## src/rtl/mc_controller_pkg.sv

```systemverilog
// mc_controller_pkg: shared encodings for the multicycle controller.
package mc_controller_pkg;
    typedef enum logic [3:0] {
        S_FETCH, S_DECODE, S_MEMADR, S_MEMREAD, S_MEMWB,
        S_MEMWRITE, S_EXECUTER, S_EXECUTEI, S_ALUWB, S_BRANCH
    } state_t;
    localparam logic [1:0] OP_DP = 2'b00;
    localparam logic [1:0] OP_MEM = 2'b01;
    localparam logic [1:0] OP_BR = 2'b10;
    localparam logic [1:0] OP_UNDEF = 2'b11;
    localparam logic [1:0] ALU_ADD = 2'b00;
    localparam logic [1:0] ALU_SUB = 2'b01;
    localparam logic [1:0] ALU_AND = 2'b10;
    localparam logic [1:0] ALU_ORR = 2'b11;
    localparam logic [1:0] IMM_8 = 2'b00;
    localparam logic [1:0] IMM_12 = 2'b01;
    localparam logic [1:0] IMM_24 = 2'b10;
    localparam logic [3:0] CMD_AND = 4'b0000;
    localparam logic [3:0] CMD_SUB = 4'b0010;
    localparam logic [3:0] CMD_ADD = 4'b0100;
    localparam logic [3:0] CMD_CMP = 4'b1010;
    localparam logic [3:0] CMD_ORR = 4'b1100;
    localparam logic [3:0] COND_EQ = 4'b0000;
    localparam logic [3:0] COND_NE = 4'b0001;
    localparam logic [3:0] COND_CS = 4'b0010;
    localparam logic [3:0] COND_CC = 4'b0011;
    localparam logic [3:0] COND_MI = 4'b0100;
    localparam logic [3:0] COND_PL = 4'b0101;
    localparam logic [3:0] COND_VS = 4'b0110;
    localparam logic [3:0] COND_VC = 4'b0111;
    localparam logic [3:0] COND_HI = 4'b1000;
    localparam logic [3:0] COND_LS = 4'b1001;
    localparam logic [3:0] COND_GE = 4'b1010;
    localparam logic [3:0] COND_LT = 4'b1011;
    localparam logic [3:0] COND_GT = 4'b1100;
    localparam logic [3:0] COND_LE = 4'b1101;
    localparam logic [3:0] COND_AL = 4'b1110;
    localparam logic [3:0] COND_NV = 4'b1111;
endpackage

```

## src/rtl/mc_controller_if.sv

```systemverilog
// mc_controller_if: instruction fields, ALU flags and datapath controls.
interface mc_controller_if;
    logic [3:0] cond;
    logic [1:0] op;
    logic [5:0] funct;
    logic [3:0] rd;
    logic [3:0] alu_flags;
    logic       pc_write;
    logic       ir_write;
    logic       reg_write;
    logic       mem_write;
    logic       adr_src;
    logic       alu_src_a;
    logic [1:0] alu_src_b;
    logic [1:0] result_src;
    logic [1:0] imm_src;
    logic [1:0] reg_src;
    logic [1:0] alu_control;
    modport slave (
        input  cond, op, funct, rd, alu_flags,
        output pc_write, ir_write, reg_write, mem_write, adr_src, alu_src_a,
               alu_src_b, result_src, imm_src, reg_src, alu_control
    );
    modport master (
        output cond, op, funct, rd, alu_flags,
        input  pc_write, ir_write, reg_write, mem_write, adr_src, alu_src_a,
               alu_src_b, result_src, imm_src, reg_src, alu_control
    );
endinterface

```

## src/rtl/mc_controller_cond_logic.sv

```systemverilog
// mc_controller_cond_logic: flags register, condition evaluation and per-instruction condition latch.
module mc_controller_cond_logic
    import mc_controller_pkg::*;
(
    input  logic       clk,
    input  logic       reset,
    input  logic [3:0] cond,
    input  logic [3:0] alu_flags,
    input  logic [1:0] flag_w,
    input  logic       latch_cond,
    output logic       cond_ex_q
);
    logic [3:0] flags_q, flags_d;
    logic       cond_ex, cond_ex_d;
    logic       n, z, c, v;
    assign {n, z, c, v} = flags_q;
    always_comb begin
        cond_ex = 1'b0;
        case (cond)
            COND_EQ: cond_ex = z;
            COND_NE: cond_ex = ~z;
            COND_CS: cond_ex = c;
            COND_CC: cond_ex = ~c;
            COND_MI: cond_ex = n;
            COND_PL: cond_ex = ~n;
            COND_VS: cond_ex = v;
            COND_VC: cond_ex = ~v;
            COND_HI: cond_ex = c & ~z;
            COND_LS: cond_ex = ~c | z;
            COND_GE: cond_ex = n == v;
            COND_LT: cond_ex = n != v;
            COND_GT: cond_ex = ~z & (n == v);
            COND_LE: cond_ex = z | (n != v);
            COND_AL: cond_ex = 1'b1;
            default: cond_ex = 1'b0;
        endcase
    end
    // Flag writes are gated by the latched condition, never the live one.
    always_comb begin
        flags_d = {flag_w[1] & cond_ex_q ? alu_flags[3:2] : flags_q[3:2],
                   flag_w[0] & cond_ex_q ? alu_flags[1:0] : flags_q[1:0]};
        cond_ex_d = latch_cond ? cond_ex : cond_ex_q;
    end
    always_ff @(posedge clk) begin
        if (reset) begin
            flags_q <= 4'b0000;
            cond_ex_q <= 1'b0;
        end else begin
            flags_q <= flags_d;
            cond_ex_q <= cond_ex_d;
        end
    end
endmodule

```

## src/rtl/mc_controller.sv

```systemverilog
// mc_controller: multicycle Moore FSM, ALU/immediate decoders and gated write enables.
module mc_controller
    import mc_controller_pkg::*;
(
    input  logic           clk,
    input  logic           reset,
    mc_controller_if.slave bus
);
    state_t     state_q, state_d;
    logic       next_pc, branch, reg_w, mem_w, alu_op, ir_w;
    logic       adr_src, alu_src_a;
    logic [1:0] alu_src_b, result_src, alu_control, flag_w;
    logic       no_write, pcs, cond_ex_q;
    logic [3:0] cmd;
    assign cmd = bus.funct[4:1];
    always_comb begin
        state_d = state_q;
        next_pc = 1'b0;
        branch = 1'b0;
        reg_w = 1'b0;
        mem_w = 1'b0;
        alu_op = 1'b0;
        ir_w = 1'b0;
        adr_src = 1'b0;
        alu_src_a = 1'b0;
        alu_src_b = 2'b00;
        result_src = 2'b00;
        case (state_q)
            S_FETCH: begin
                state_d = S_DECODE;
                ir_w = 1'b1;
                next_pc = 1'b1;
                alu_src_a = 1'b1;
                alu_src_b = 2'b10;
                result_src = 2'b10;
            end
            S_DECODE: begin
                state_d = bus.op == OP_MEM ? S_MEMADR :
                          bus.op == OP_BR  ? S_BRANCH :
                          bus.op == OP_DP  ? (bus.funct[5] ? S_EXECUTEI : S_EXECUTER) : S_FETCH;
                alu_src_a = 1'b1;
                alu_src_b = 2'b10;
                result_src = 2'b10;
            end
            S_MEMADR: begin
                state_d = bus.funct[0] ? S_MEMREAD : S_MEMWRITE;
                alu_src_b = 2'b01;
            end
            S_MEMREAD: begin
                state_d = S_MEMWB;
                adr_src = 1'b1;
            end
            S_MEMWB: begin
                state_d = S_FETCH;
                result_src = 2'b01;
                reg_w = 1'b1;
            end
            S_MEMWRITE: begin
                state_d = S_FETCH;
                adr_src = 1'b1;
                mem_w = 1'b1;
            end
            S_EXECUTER: begin
                state_d = S_ALUWB;
                alu_op = 1'b1;
            end
            S_EXECUTEI: begin
                state_d = S_ALUWB;
                alu_op = 1'b1;
                alu_src_b = 2'b01;
            end
            S_ALUWB: begin
                state_d = S_FETCH;
                reg_w = 1'b1;
            end
            S_BRANCH: begin
                state_d = S_FETCH;
                alu_src_b = 2'b01;
                result_src = 2'b10;
                branch = 1'b1;
            end
            default: state_d = S_FETCH;
        endcase
    end
    always_ff @(posedge clk) begin
        if (reset) state_q <= S_FETCH;
        else state_q <= state_d;
    end
    // no_write depends on the DP command, not alu_op, so it still holds in ALUWB.
    always_comb begin
        alu_control = !alu_op ? ALU_ADD :
                      cmd == CMD_ADD ? ALU_ADD :
                      (cmd == CMD_SUB || cmd == CMD_CMP) ? ALU_SUB :
                      cmd == CMD_AND ? ALU_AND :
                      cmd == CMD_ORR ? ALU_ORR : ALU_ADD;
        no_write = bus.op == OP_DP && !(cmd inside {CMD_ADD, CMD_SUB, CMD_AND, CMD_ORR});
        flag_w = {alu_op & bus.funct[0],
                  alu_op & bus.funct[0] & (cmd inside {CMD_ADD, CMD_SUB, CMD_CMP})};
    end
    mc_controller_cond_logic u_cond (
        .clk(clk),
        .reset(reset),
        .cond(bus.cond),
        .alu_flags(bus.alu_flags),
        .flag_w(flag_w),
        .latch_cond(state_q == S_DECODE),
        .cond_ex_q(cond_ex_q)
    );
    assign pcs = (bus.rd == 4'd15 & reg_w) | branch;
    assign bus.pc_write = ~reset & (next_pc | (pcs & cond_ex_q));
    assign bus.ir_write = ~reset & ir_w;
    assign bus.reg_write = ~reset & reg_w & cond_ex_q & ~no_write;
    assign bus.mem_write = ~reset & mem_w & cond_ex_q;
    assign bus.adr_src = adr_src;
    assign bus.alu_src_a = alu_src_a;
    assign bus.alu_src_b = alu_src_b;
    assign bus.result_src = result_src;
    assign bus.imm_src = bus.op;
    assign bus.reg_src = {bus.op == OP_MEM, bus.op == OP_BR};
    assign bus.alu_control = alu_control;
endmodule

```

## src/flat_wrapper.sv

```systemverilog
// flat-port wrapper written by rule: the top's interface ports become plain ports
module mc_controller_flat import mc_controller_pkg::*;
  (clk, reset, bus_cond, bus_op, bus_funct, bus_rd, bus_alu_flags, bus_pc_write, bus_ir_write, bus_reg_write, bus_mem_write, bus_adr_src, bus_alu_src_a, bus_alu_src_b, bus_result_src, bus_imm_src, bus_reg_src, bus_alu_control);
  mc_controller_if bus_i ();
  input  logic clk;
  input  logic reset;
  input wire logic [$bits(bus_i.cond)-1:0] bus_cond;
  input wire logic [$bits(bus_i.op)-1:0] bus_op;
  input wire logic [$bits(bus_i.funct)-1:0] bus_funct;
  input wire logic [$bits(bus_i.rd)-1:0] bus_rd;
  input wire logic [$bits(bus_i.alu_flags)-1:0] bus_alu_flags;
  output wire logic [$bits(bus_i.pc_write)-1:0] bus_pc_write;
  output wire logic [$bits(bus_i.ir_write)-1:0] bus_ir_write;
  output wire logic [$bits(bus_i.reg_write)-1:0] bus_reg_write;
  output wire logic [$bits(bus_i.mem_write)-1:0] bus_mem_write;
  output wire logic [$bits(bus_i.adr_src)-1:0] bus_adr_src;
  output wire logic [$bits(bus_i.alu_src_a)-1:0] bus_alu_src_a;
  output wire logic [$bits(bus_i.alu_src_b)-1:0] bus_alu_src_b;
  output wire logic [$bits(bus_i.result_src)-1:0] bus_result_src;
  output wire logic [$bits(bus_i.imm_src)-1:0] bus_imm_src;
  output wire logic [$bits(bus_i.reg_src)-1:0] bus_reg_src;
  output wire logic [$bits(bus_i.alu_control)-1:0] bus_alu_control;
  assign bus_i.cond = bus_cond;
  assign bus_i.op = bus_op;
  assign bus_i.funct = bus_funct;
  assign bus_i.rd = bus_rd;
  assign bus_i.alu_flags = bus_alu_flags;
  assign bus_pc_write = bus_i.pc_write;
  assign bus_ir_write = bus_i.ir_write;
  assign bus_reg_write = bus_i.reg_write;
  assign bus_mem_write = bus_i.mem_write;
  assign bus_adr_src = bus_i.adr_src;
  assign bus_alu_src_a = bus_i.alu_src_a;
  assign bus_alu_src_b = bus_i.alu_src_b;
  assign bus_result_src = bus_i.result_src;
  assign bus_imm_src = bus_i.imm_src;
  assign bus_reg_src = bus_i.reg_src;
  assign bus_alu_control = bus_i.alu_control;
  mc_controller u_core (.clk(clk), .reset(reset), .bus(bus_i));
endmodule
```

## config.mk

```make
export PLATFORM = sky130hd
export DESIGN_NAME = mc_controller_flat
export DESIGN_NICKNAME = d
export VERILOG_FILES = /design/src/rtl/mc_controller_pkg.sv /design/src/rtl/mc_controller_if.sv /design/src/rtl/mc_controller_cond_logic.sv /design/src/rtl/mc_controller.sv /design/src/flat_wrapper.sv
export SDC_FILE = /design/constraint.sdc
export NUM_CORES = 1
export LEC_CHECK = 0
export BUFFER_PORTS_ARGS = -buffer_cell sky130_fd_sc_hd__buf_2
export CORE_ASPECT_RATIO = 1.4
export CORE_MARGIN = 2
export CORE_UTILIZATION = 30
export DETAILED_ROUTE_END_ITERATION = 8
export SLEW_MARGIN = 20
export SYNTH_ARGS = -nofsm -noshare
export SYNTH_HDL_FRONTEND = slang
export SYNTH_SLANG_ARGS = --single-unit
export TNS_END_PERCENT = 20
```

## constraint.sdc

```tcl
create_clock -name clk -period 4.2 [get_ports clk]
set_clock_uncertainty 0.2 [all_clocks]
set_input_delay 0.63 -clock clk [delete_from_list [all_inputs] [get_ports clk]]
set_output_delay 0.63 -clock clk [all_outputs]
set_load 0.005 [all_outputs]
```

Word level (Yosys, flattened, before mapping)
Index checks and enable logic that the tools add are counted.

Word-level logic and storage cells: 97. Bits of input ports: 22. Output and inout bits: 16. Register bits after elaboration: 9.

Eq/ne operators: 32. Reductions and logical operators: 15. Bitwise gates (word level): 25. Mux-type cells: 21.

Operators by type and width (number): == test 4 bit (second input constant) (12); == test 4 x 3 -> 1 bit (second input constant) (9); == test 4 x 2 -> 1 bit (second input constant) (5); one-hot mux 4 bit (5 select lines) (1); bitwise AND 1 bit (15); one-hot mux 1 bit (15 select lines) (1); logical NOT 4 bit (3); two-way mux 4 bit (3); two-way mux 2 bit (5); == test 4 x 1 -> 1 bit (second input constant) (2); two-way mux 1 bit (8); one-hot mux 2 bit (2 select lines) (2); OR reduction 2 bit (4); inverter 1 bit (6); OR reduction 3 bit (2); bitwise OR 1 bit (4); nonzero test 4 bit (1); two-way mux 3 bit (1); nonzero test 3 bit (1); == test 2 x 1 -> 1 bit (second input constant) (1); == test 2 bit (second input constant) (1); logical NOT 2 bit (1); == test 1 bit (1); logical AND 1 bit (1); other kinds (3) (3).

Depth between registers and ports, before layout
Gate-level depths: netlist (run 1).

Word-level depth: 8. Depth in mapped cells: 6. Mapped depth without buffers: 5.

Modules after synthesis
Synthesis (run 1) repeated with hierarchy kept, for this count alone.

Cells, all modules: 114. Area, all modules: 843.3 sq um.

Modules (own cells, without submodules): mc_controller (seq. area each 80.1 sq um, area each 476.7 sq um, instances 1, cells an instance 65); mc_controller_cond_logic (seq. area each 100.1 sq um, area each 366.6 sq um, instances 1, cells an instance 49).

Least setup slack after synthesis (run 1)
OpenSTA, ideal clock, no wires.

Path type: input to output. Start: input reset. End: output bus_ir_write. Arrival: 1.345 ns. Cell stages on the path: 3. Required time: 3.370 ns. Setup slack: 2.025 ns. Buffers on the path: 1. Cell sequence: clkbuf_1 > or3_1 > nor3_1.

Word-level cells in the longest chain between the ends: 2.

RTL lines: start, declared (RTL line flat_wrapper.sv:6) `input logic reset;`; inverter 1 bit (RTL line mc_controller.sv:111) `assign bus.ir_write = ~reset & ir_w;`; bitwise AND 1 bit (RTL line mc_controller.sv:111); end, declared (RTL line flat_wrapper.sv:13) `output wire logic [$bits(bus_i.ir_write)-1:0] bus_ir_write;`.

No other way between the ends.

Worst setup path in the final report (run 1)
Start: register u_core.state_q[2]. End: output bus_alu_control[1].

Word-level cells in the longest chain between the ends: 4. Elaborated cells on any way between the ends: 5. Those cells by class: eq/ne: 2; mux: 2; reduce/logical: 1.

RTL lines: start, declared (RTL line mc_controller.sv:9) `state_t state_q, state_d;`; start signal, assigned (RTL line mc_controller.sv:87) `else state_q <= state_d;`; == test 4 x 3 -> 1 bit (RTL line mc_controller.sv:28) `case (state_q)`; OR reduction 2 bit (no source line) (*); two-way mux 1 bit (*) (RTL line mc_controller.sv:28); two-way mux 2 bit (*) (RTL line mc_controller.sv:91) `alu_control = !alu_op ? ALU_ADD :`; end, declared (RTL line flat_wrapper.sv:22) `output wire logic [$bits(bus_i.alu_control)-1:0] bus_alu_control;`.

Every way passes the cells marked *; elsewhere a longest branch is shown, timed or not.

==> results of run 1 <==
## cell usage after synthesis (4+ instances only)
| library cell | count | area, um2 |
|---|---|---|
| xnor2_1 | 4 | 35.03 |
| nor3_1 | 6 | 30.03 |
| a21oi_1 | 8 | 40.04 |
| clkbuf_1 | 5 | 18.77 |
| mux2i_1 | 5 | 50.05 |
| nand2_1 | 6 | 22.52 |
| nor2_1 | 13 | 48.80 |
| o21ai_0 | 6 | 30.03 |
| nor2b_1 | 4 | 25.02 |
| dfxtp_1 | 9 | 180.2 |
| nand3_1 | 8 | 40.04 |
## cell type report
type | instances | area [um2] | share of cell area
clock buffer | 4 | 26.28 | 0.02593
inverter | 3 | 11.26 | 0.01111
timing repair buffer | 37 | 185.2 | 0.1827
tap | 36 | 45.04 | 0.04444
sequential | 9 | 180.2 | 0.1778
multi-input combinational | 91 | 565.5 | 0.5580
## path summary, 6_finish.rpt
check             slack, ps                                  start                                    end  cells after the start
setup reg to reg       2100           u_core.state_q[2]$_SDFF_PP0_  u_core.u_cond.flags_q[0]$_SDFFE_PP0P_                      5
hold reg to reg         340  u_core.u_cond.flags_q[2]$_SDFFE_PP0P_  u_core.u_cond.flags_q[2]$_SDFFE_PP0P_                      2
setup / recovery       1740           u_core.state_q[2]$_SDFF_PP0_                     bus_alu_control[1]                      4
hold / removal          340  u_core.u_cond.flags_q[2]$_SDFFE_PP0P_  u_core.u_cond.flags_q[2]$_SDFFE_PP0P_                      2
## cell families after synthesis
group / count (synthesis)
simple gates: 55
compound gates: 24
mux: 5
buf+inv: 14
xor+xnor: 7
flops: 9
## routing by layer
layer  routed length (um)  part of all wire  GRT usage  up-vias
li1                     -                 -          -      465
met1                  821              0.42     0.1493      403
met2                 1066              0.54     0.2105       14
met3                   76             0.039    0.04918        0
met4                    0                 0    0.02027        0
met5                    0                 0          0        -
## state kept, by name, indices dropped and copies added (netlist names)
name                     count
u_core.u_cond.flags_q        4
u_core.u_cond.cond_ex_q      1
u_core.state_q               4
## stage by stage
stage	worst slack, ps	util	total power, uW	cells	area (um2)
4_1_cts	1750	0.3876	234.6	180	1013
5_1_grt	1660	0.3876	249.1	180	1013
3_3_place_gp	1931	0.3775	164.4	176	987.2
6_report	1740	0.3876	229.9	180	1013
2_1_floorplan	2025	-	141.3	114	819.5
3_5_place_dp	1914	0.3775	165.8	176	987.2
## power breakdown
| part | internal (uW) | switching (uW) | total, uW | leakage, uW |
|---|---|---|---|---|
| logic | 32.8 | 32.0 | 64.8 | 0.000351 |
| clock network | 36.6 | 29.6 | 66.2 | 0.0000150 |
| registers | 89.0 | 9.84 | 98.9 | 0.0000732 |
## worst max-delay path, cell delays in order (launching register included)
cell and delay [ps]:
dfxtp_1 560, and2b_1 240, nand2_1 130, nor4_1 290, buf_2 160
==> metrics, run 1 <==
status finished clean; RSZ-0062 raised after global routing no; max_slew headroom 0.6408; CP Launch Type flop; max-slew violations 0; 1st-iter DRT viols 23; CP arrival 1630 ps; Routability Congestion 0.7737; EDFF count, synth 0; cts bufs inserted 3; CTS Buffer Depth 2; post-synthesis xor/xnor area fraction 0.07481; layout cells sized above 1 0.3056; FILL cells 291; Post-Syn Nets 136; # diodes 0; drt wl/cell 10.91 um; CP max FO 11; Port Buffers 37; slew of the pin with the lowest slew margin 538.0 ps; DIE HEIGHT 65.84 um; initial antenna violation count 0; PD cells 226.8 mW/mm2; post-detail-place hpwl 1555 um; Max Clk Rate 406.5 MHz; peak supply drop 0.0001834 V; Hold Crit Class reg -> reg; Adder-Cell Fraction of Synth Area 0; CTS HTree Levels 1; Remaining Overflow, GRT 0; Synth Area in Compound Gates 0.1786; final hold violations 0; Setup Crit Path Kind reg -> out; Tmin final 2460 ps; Leakage 0.0004388 uW; Starting Density 0.3134; core box area 0.002615 mm2; row cnt 22; Yosys warnings 0; most common cell after layout, fill and taps aside buf_2; Seq/Total Area, Yosys 0.2198; most frequent cells in the layout buf_2, nor2_1, dfxtp_1, nand3_1, a21oi_1; Synth Cell Area 819.5 um2; pin count of the biggest net entering global routing 18; # DRC 0; Clock Latency Late Sink 260 ps; main combinational cell family by area after synthesis simple AND/OR/NAND/NOR gates; Yosys reg bits 9; WHS 344.0 ps; Post-synth top flop dfxtp_1; max-cap viol count 0; Final Setup Violations 0; vias in the first global route 703; multiplexer area fraction after synthesis 0.06107; Yosys cell types 36; GRT Util Overall 0.1262; I/O Pins 38; first-pass GRT wire length 2953 um; CTS tree yes; final net count 167; post_cts resized 0; Total Wirelength 1964 um; part of the cycle the worst path needs 0.5857; final setup TNS 0 ps; routed vias 882; post-synthesis simple-gate area fraction 0.3756; Post-CTS Setup Bufs 0; clk slew on worst S/H paths 60 ps; Die Area 0.003172 mm2; Mapped Cells 114; drt first pass iters 4; CTS Sinks 9; hold_buf cts 0; via/cell ratio 4.900; Antenna Violating Nets Remaining 0; clock root buffer clkbuf_4; crit path capture type output pin; Layout area overhead 23.66%; synthesized area per cell 7.189 um2; die width 48.18 um; Req. time, crit path 3370 ps; Async S/R FF share, synth 0
Note: power is estimated with default switching activity, not from simulation.
==> run 2, diff against run 1 <==
- clock period: 4.2 -> 2.45 ns (I/O delays scaled with it)
==> run 2 against run 1 <==
Non-clock buffer count unchanged. First-iteration DRC count grew 13%. Final area did not move. Sequential share of layout area unchanged. Critical path depth is 1 lower. Hold slack lost 200 ps. Global-route usage fell by 0.10 points. Power grew 69%. Combinational power increased by 71%. Utilization is the same.
==> metrics, run 2 (synthesis gave the netlist of run 1 again) <==
status finished clean (unchanged); Layout area overhead 23.66% (unchanged); final net count 167 (unchanged); pin count of the biggest net entering global routing 18 (unchanged); internal power 271.3 uW (was 158.4 uW); CTS Buffer Depth 2 (unchanged); reg-to-reg startpoint u_core.state_q[2]$_SDFF_PP0_ (unchanged); max_slew headroom 0.6530 (was 0.6408); Sw Ratio 0.3032 (was 0.3111); sequential share of power 0.434 (was 0.430); Post-CTS Setup Bufs 0 (unchanged); most frequent cells in the layout buf_2, nor2_1, dfxtp_1, nand3_1, a21oi_1 (unchanged); Starting Density 0.3134 (unchanged); Layout Cells excl Fill 180 (unchanged); Clk pwr share 0.282 (was 0.288); Routability Congestion 0.7474 (was 0.7737); Clock Latency Late Sink 260 ps (about the same); Setup Crit Path Kind reg -> out (unchanged); CTS tree yes (unchanged); FILL cells 288 (was 291); vias in the first global route 768 (was 703); clk slew on worst S/H paths 60 ps (about the same); first-pass GRT wire length 2953 um (unchanged); Worst setup startpoint u_core.state_q[3]$_SDFF_PP0_ (was u_core.state_q[2]$_SDFF_PP0_); biggest regs u_core.state_q (4), u_core.u_cond.flags_q (4), u_core.u_cond.cond_ex_q (1) (unchanged); final hold violations 0 (unchanged); most common cell after layout, fill and taps aside buf_2 (unchanged); via/cell ratio 5.017 (was 4.900); max-cap viol count 0 (unchanged); drt wl/cell 10.92 um (was 10.91 um); met3 global-route usage 0.06557 (was 0.04918); peak supply drop 0.0003397 V (was 0.0001834 V); GR Layer Usage met1 0.1294 (was 0.1493); max-slew violations 0 (unchanged); crit path capture type output pin (unchanged); Req. time, crit path 1880 ps (was 3370 ps); initial antenna violation count 0 (unchanged); CP Launch Type flop (unchanged); die width 48.18 um (unchanged); Max Clk Rate 468.4 MHz; Port Buffers 37 (unchanged); met2 Usage GRT 0.2138 (was 0.2105); Die Area 0.003172 mm2 (unchanged); layout cells sized above 1 0.3056 (unchanged); core box area 0.002615 mm2 (unchanged); post-detail-place hpwl 1589 um (was 1555 um); # diodes 0 (unchanged); row cnt 22 (unchanged); Hold Crit Class in -> reg (was reg -> reg); Remaining Overflow, GRT 0 (unchanged); Switch Pwr 118.1 uW (was 71.51 uW); CTS Sinks 9 (unchanged); I/O Pins 38 (unchanged); # DRC 0 (unchanged); Leakage 0.0004388 uW (unchanged); PD cells 384.2 mW/mm2 (was 226.8 mW/mm2); busiest grt layer met2 (unchanged); Inst Count DP 176 (unchanged); Power, Total 389.3 uW (was 229.9 uW); Total Wirelength 1966 um (was 1964 um); 1st-iter DRT viols 26 (was 23); Antenna Violating Nets Remaining 0 (unchanged); combinational power share 0.284 (was 0.282); cts bufs inserted 3 (unchanged); final setup TNS 0 ps (unchanged); routed vias 903 (was 882); GRT Util Overall 0.1251 (was 0.1262); RSZ-0062 raised after global routing no (unchanged); slew of the pin with the lowest slew margin 519.8 ps (was 538.0 ps); post_cts resized 0 (unchanged); Final Setup Violations 0 (unchanged); CP arrival 1570 ps (was 1630 ps); Tmin final 2135 ps; hold_buf cts 0 (unchanged); clock root buffer clkbuf_4 (unchanged); part of the cycle the worst path needs 0.8714; CTS HTree Levels 1 (unchanged); drt first pass iters 4 (unchanged); DIE HEIGHT 65.84 um (unchanged); hold_sp bus_alu_flags[2] (was u_core.u_cond.flags_q[2]$_SDFFE_PP0P_); CP max FO 12 (was 11)
[run 2: cell type report]
type | instances | area (um2) | share of cell area
clock buffer | 4 | 26.28 | 0.02593
sequential | 9 | 180.2 | 0.1778
timing repair buffer | 37 | 185.2 | 0.1827
multi-input combinational | 91 | 565.5 | 0.5580
tap | 36 | 45.04 | 0.04444
inverter | 3 | 11.26 | 0.01111
[run 2: final timing paths]
check	endpoint	slack, ps	cells past startpoint
max	bus_alu_src_b[0]	320	3
min reg2reg	u_core.u_cond.flags_q[2]$_SDFFE_PP0P_	330	2
max reg2reg	u_core.u_cond.flags_q[0]$_SDFFE_PP0P_	360	5
min	u_core.u_cond.flags_q[2]$_SDFFE_PP0P_	150	3
[run 2: power groups by stage]
stage	Combinational [uW]	Clock, uW	Sequential, uW
after global placement	110	0	172
final	111	110	169
after global routing	124	125	171
after CTS	112	115	169
after floorplan	82.8	0	159
after detailed placement	112	0	172
[run 2: metal layers]
| metal | vias up | routed length [um] |
|---|---|---|
| li1 | 463 | - |
| met1 | 420 | 799 |
| met2 | 17 | 1056 |
| met3 | 3 | 88 |
| met4 | 0 | 21 |
| met5 | - | 0 |
[run 2: through the flow]
stage               utilization  setup slack [ps]  cell area, um2  hold WS (ps)
finish                   0.3876             315.1            1013         145.9
floorplan                     -             585.2           819.5         286.4
global route             0.3876             188.5            1013         145.7
CTS                      0.3876             294.0            1013         135.1
global placement         0.3775             376.3           987.2         308.1
detailed placement       0.3775             356.1           987.2         324.4
[run 2: worst max-delay path: stages, from the launching register on]
cell and delay (ps):
dfxtp_1 530, or3b_2 480, a31oi_1 170, buf_2 130
==> run 3, diff against run 2 <==
- ABC_AREA: unset -> 1
==> run 3 against run 2 <==
Global-route usage up 1.6 points. Via count rose by 12%. Wire length increased by 12%. Sequential share of layout area fell by 1.5 points. Clock power up 56%. Worst setup slack gained 140 ps. Die area up 4.4%. Largest power group is now clock. Highest routed layer is now met3.
==> metrics, run 3 <==
status finished clean (unchanged); Hold Crit Class in -> reg (unchanged); top-count cell post-synth nand2_1 (was nor2_1); hold_sp reset (was bus_alu_flags[2]); EDFF count, synth 0 (unchanged); 1st-iter DRT viols 25 (was 26); PD cells 415.6 mW/mm2 (was 384.2 mW/mm2); biggest regs u_core.state_q (4), u_core.u_cond.flags_q (4), u_core.u_cond.cond_ex_q (1) (unchanged); critical path cell sequence inv_1 > o311ai_0 > buf_2 (was or3b_2 > a31oi_1 > buf_2); Final Setup Violations 0 (unchanged); CP peak stage delay 600 ps (was 530 ps); max_slew headroom 0.6903 (was 0.6530); Routability Congestion 0.7997 (was 0.7474); final hold violations 0 (unchanged); slew of the pin with the lowest slew margin 463.9 ps (was 519.8 ps); Total Wirelength 2204 um (was 1966 um); post-layout util 0.3967 (was 0.3876); final net count 210 (was 167); CTS HTree Levels 1 (unchanged); CP arrival 1420 ps (was 1570 ps); RSZ-0062 raised after global routing no (unchanged); post_cts resized 0 (unchanged); Post-CTS Setup Bufs 0 (unchanged); Seq/Total Area, Yosys 0.2099 (was 0.2198); drt wl/cell 9.839 um (was 10.92 um); Layout area overhead 29.01% (was 23.66%); CP Launch Type flop (unchanged); max-slew violations 0 (unchanged); combinational power share 0.274 (was 0.284); most frequent cells in the layout buf_2, nand2_1, inv_1, nor2_1, nand3_1 (was buf_2, nor2_1, dfxtp_1, nand3_1, a21oi_1); Post-Syn Nets 172 (was 136); reg-to-reg startpoint u_core.state_q[1]$_SDFF_PP0_ (was u_core.state_q[2]$_SDFF_PP0_); hold path depth 2 (was 3); post-synth top area share 0.2099 (was 0.2198); Sw Ratio 0.3080 (was 0.3032); internal power 318.5 uW (was 271.3 uW); I/O Pins 38 (unchanged); WHS 165.9 ps (was 145.9 ps); core box area 0.002791 mm2 (was 0.002615 mm2); Max Clk Rate 502.3 MHz (was 468.4 MHz); area of the multi-input gates 541.8 um2 (was 565.5 um2); peak supply drop 0.0003328 V (was 0.0003397 V); post-route setup slack 459.3 ps (was 315.1 ps); cts bufs inserted 3 (unchanged); Port Buffers 37 (unchanged); Remaining Overflow, GRT 0 (unchanged); cells on worst reg2reg path 5 (unchanged); Yosys cell types 26 (was 36); synthesized area per cell 5.722 um2 (was 7.189 um2); Layout Cells excl Fill 224 (was 180); DIE HEIGHT 67.29 um (was 65.84 um); post-detail-place hpwl 1871 um (was 1589 um); Leakage 0.0005962 uW (was 0.0004388 uW); Req. time, crit path 1880 ps (about the same); initial antenna violation count 0 (unchanged); CP delay by family, top flip-flops (unchanged); Register Area 180.2 um2 (unchanged); CP max FO 10 (was 12); FILL cells 330 (was 288); Slowest cell on crit path dfxtp_1 (unchanged); layout cells sized above 1 0.2834 (was 0.3056); via/cell ratio 4.518 (was 5.017); # diodes 0 (unchanged); synth top area cells dfxtp_1, nand2_1, inv_1 (was dfxtp_1, mux2i_1, nor2_1); row cnt 23 (was 22); Starting Density 0.3075 (was 0.3134); Mapped Cells 150 (was 114); Critical path buffers and inverters 2 (was 1); Die Area 0.003311 mm2 (was 0.003172 mm2); Synth Cell Area 858.3 um2 (was 819.5 um2); Async S/R FF share, synth 0 (unchanged); CTS Buffer Depth 2 (unchanged); Tmin final 1991 ps (was 2135 ps); synth cell count leaders nand2_1, inv_1, nor2_1 (was nor2_1, dfxtp_1, a21oi_1, nand3_1); Yosys warnings 0 (unchanged); Setup Crit Path Kind reg -> out (unchanged); Inst Count DP 220 (was 176); hold worst-path end u_core.state_q[1]$_SDFF_PP0_ (was u_core.u_cond.flags_q[2]$_SDFFE_PP0P_); final setup TNS 0 ps (unchanged); Yosys reg bits 9 (unchanged); Clk pwr share 0.373 (was 0.282); first-pass GRT wire length 3622 um (was 2953 um); crit path capture type output pin (unchanged); clk slew on worst S/H paths 50 ps (was 60 ps); pin count of the biggest net entering global routing 11 (was 18); part of the cycle the worst path needs 0.8125 (was 0.8714); R2R setup slack 920 ps (was 360 ps); max-cap viol count 0 (unchanged); CTS tree yes (unchanged); leading area contributor after synthesis dfxtp_1 (unchanged); Antenna Violating Nets Remaining 0 (unchanged); most common cell after layout, fill and taps aside buf_2 (unchanged); routed vias 1012 (was 903); R2R Path End u_core.u_cond.flags_q[1]$_SDFFE_PP0P_ (was u_core.u_cond.flags_q[0]$_SDFFE_PP0P_); clock root buffer clkbuf_8 (was clkbuf_4); Clock Latency Late Sink 230 ps (was 260 ps); CTS Sinks 9 (unchanged); hold_buf cts 0 (unchanged); GRT Util Overall 0.1409 (was 0.1251); pre-CTS setup slack 720.5 ps (was 356.1 ps); sequential share of power 0.353 (was 0.434); vias in the first global route 921 (was 768); die width 49.21 um (was 48.18 um); # DRC 0 (unchanged); Switch Pwr 141.7 uW (was 118.1 uW); drt first pass iters 3 (was 4); Post-synth top flop dfxtp_1 (unchanged)
[run 3: cell count changes in the layout (fill, tap and decap cells not counted), sizes merged, moves of 5 or more]
| cell | delta |
|---|---|
| inv | +26 |
| mux2i | -5 |
| nand2 | +30 |
| nand3 | +10 |
| nor2 | +15 |
[run 3: cell families (layout without fill, tap and decap cells)]
logic type | Yosys count | after routing | share of synthesized area
and+or+nand+nor | 87 | 87 | 0.4781
AOI/OAI and AO/OA | 21 | 21 | 0.1531
DFF | 9 | 9 | 0.2099
buffers and inverters | 33 | 70 | 0.1589
[run 3: area by class of cell]
type                       instances  area share
timing repair buffer              37      0.1672
clock buffer                       4     0.04068
inverter                          29     0.09830
sequential                         9      0.1627
tap                               37     0.04181
multi-input combinational        108      0.4893
[run 3: routing by layer]
metal	track usage	vias up	wire, um
met1	0.1396	439	883
li1	-	551	-
met3	0.03540	0	98
met5	0	-	0
met2	0.2838	22	1222
met4	0.04286	0	0
[run 3: metrics by stage]
stage                     total power (uW)  instance area [um2]
after CTS                            467.6                 1107
after detailed placement             291.8                 1062
after floorplan                      243.2                858.3
after global placement               293.1                 1062
final                                460.2                 1107
after global routing                 495.9                 1107
[run 3: worst max path at each step]
| stage | from | endpoint | slack (ps) | cells after the start |
|---|---|---|---|---|
| floorplan | u_core.state_q[0]$_SDFF_PP0_ | bus_pc_write | 960 | 4 |
| global placement | u_core.state_q[1]$_SDFF_PP0_ | bus_alu_src_b[0] | 710 | 3 |
| detailed placement | reset | bus_reg_write | 720 | 5 |
| CTS | u_core.state_q[1]$_SDFF_PP0_ | bus_alu_src_b[0] | 450 | 3 |
| global route | u_core.state_q[1]$_SDFF_PP0_ | bus_alu_src_b[0] | 320 | 3 |
| finish | u_core.state_q[1]$_SDFF_PP0_ | bus_alu_src_b[0] | 460 | 3 |
[run 3: power by group through the flow]
stage / clock network [uW] / registers [uW] / logic [uW]
after floorplan: 0 / 160 / 83.1
after global placement: 0 / 165 / 128
after detailed placement: 0 / 165 / 127
after CTS: 177 / 162 / 128
after global routing: 190 / 163 / 143
final: 172 / 162 / 126
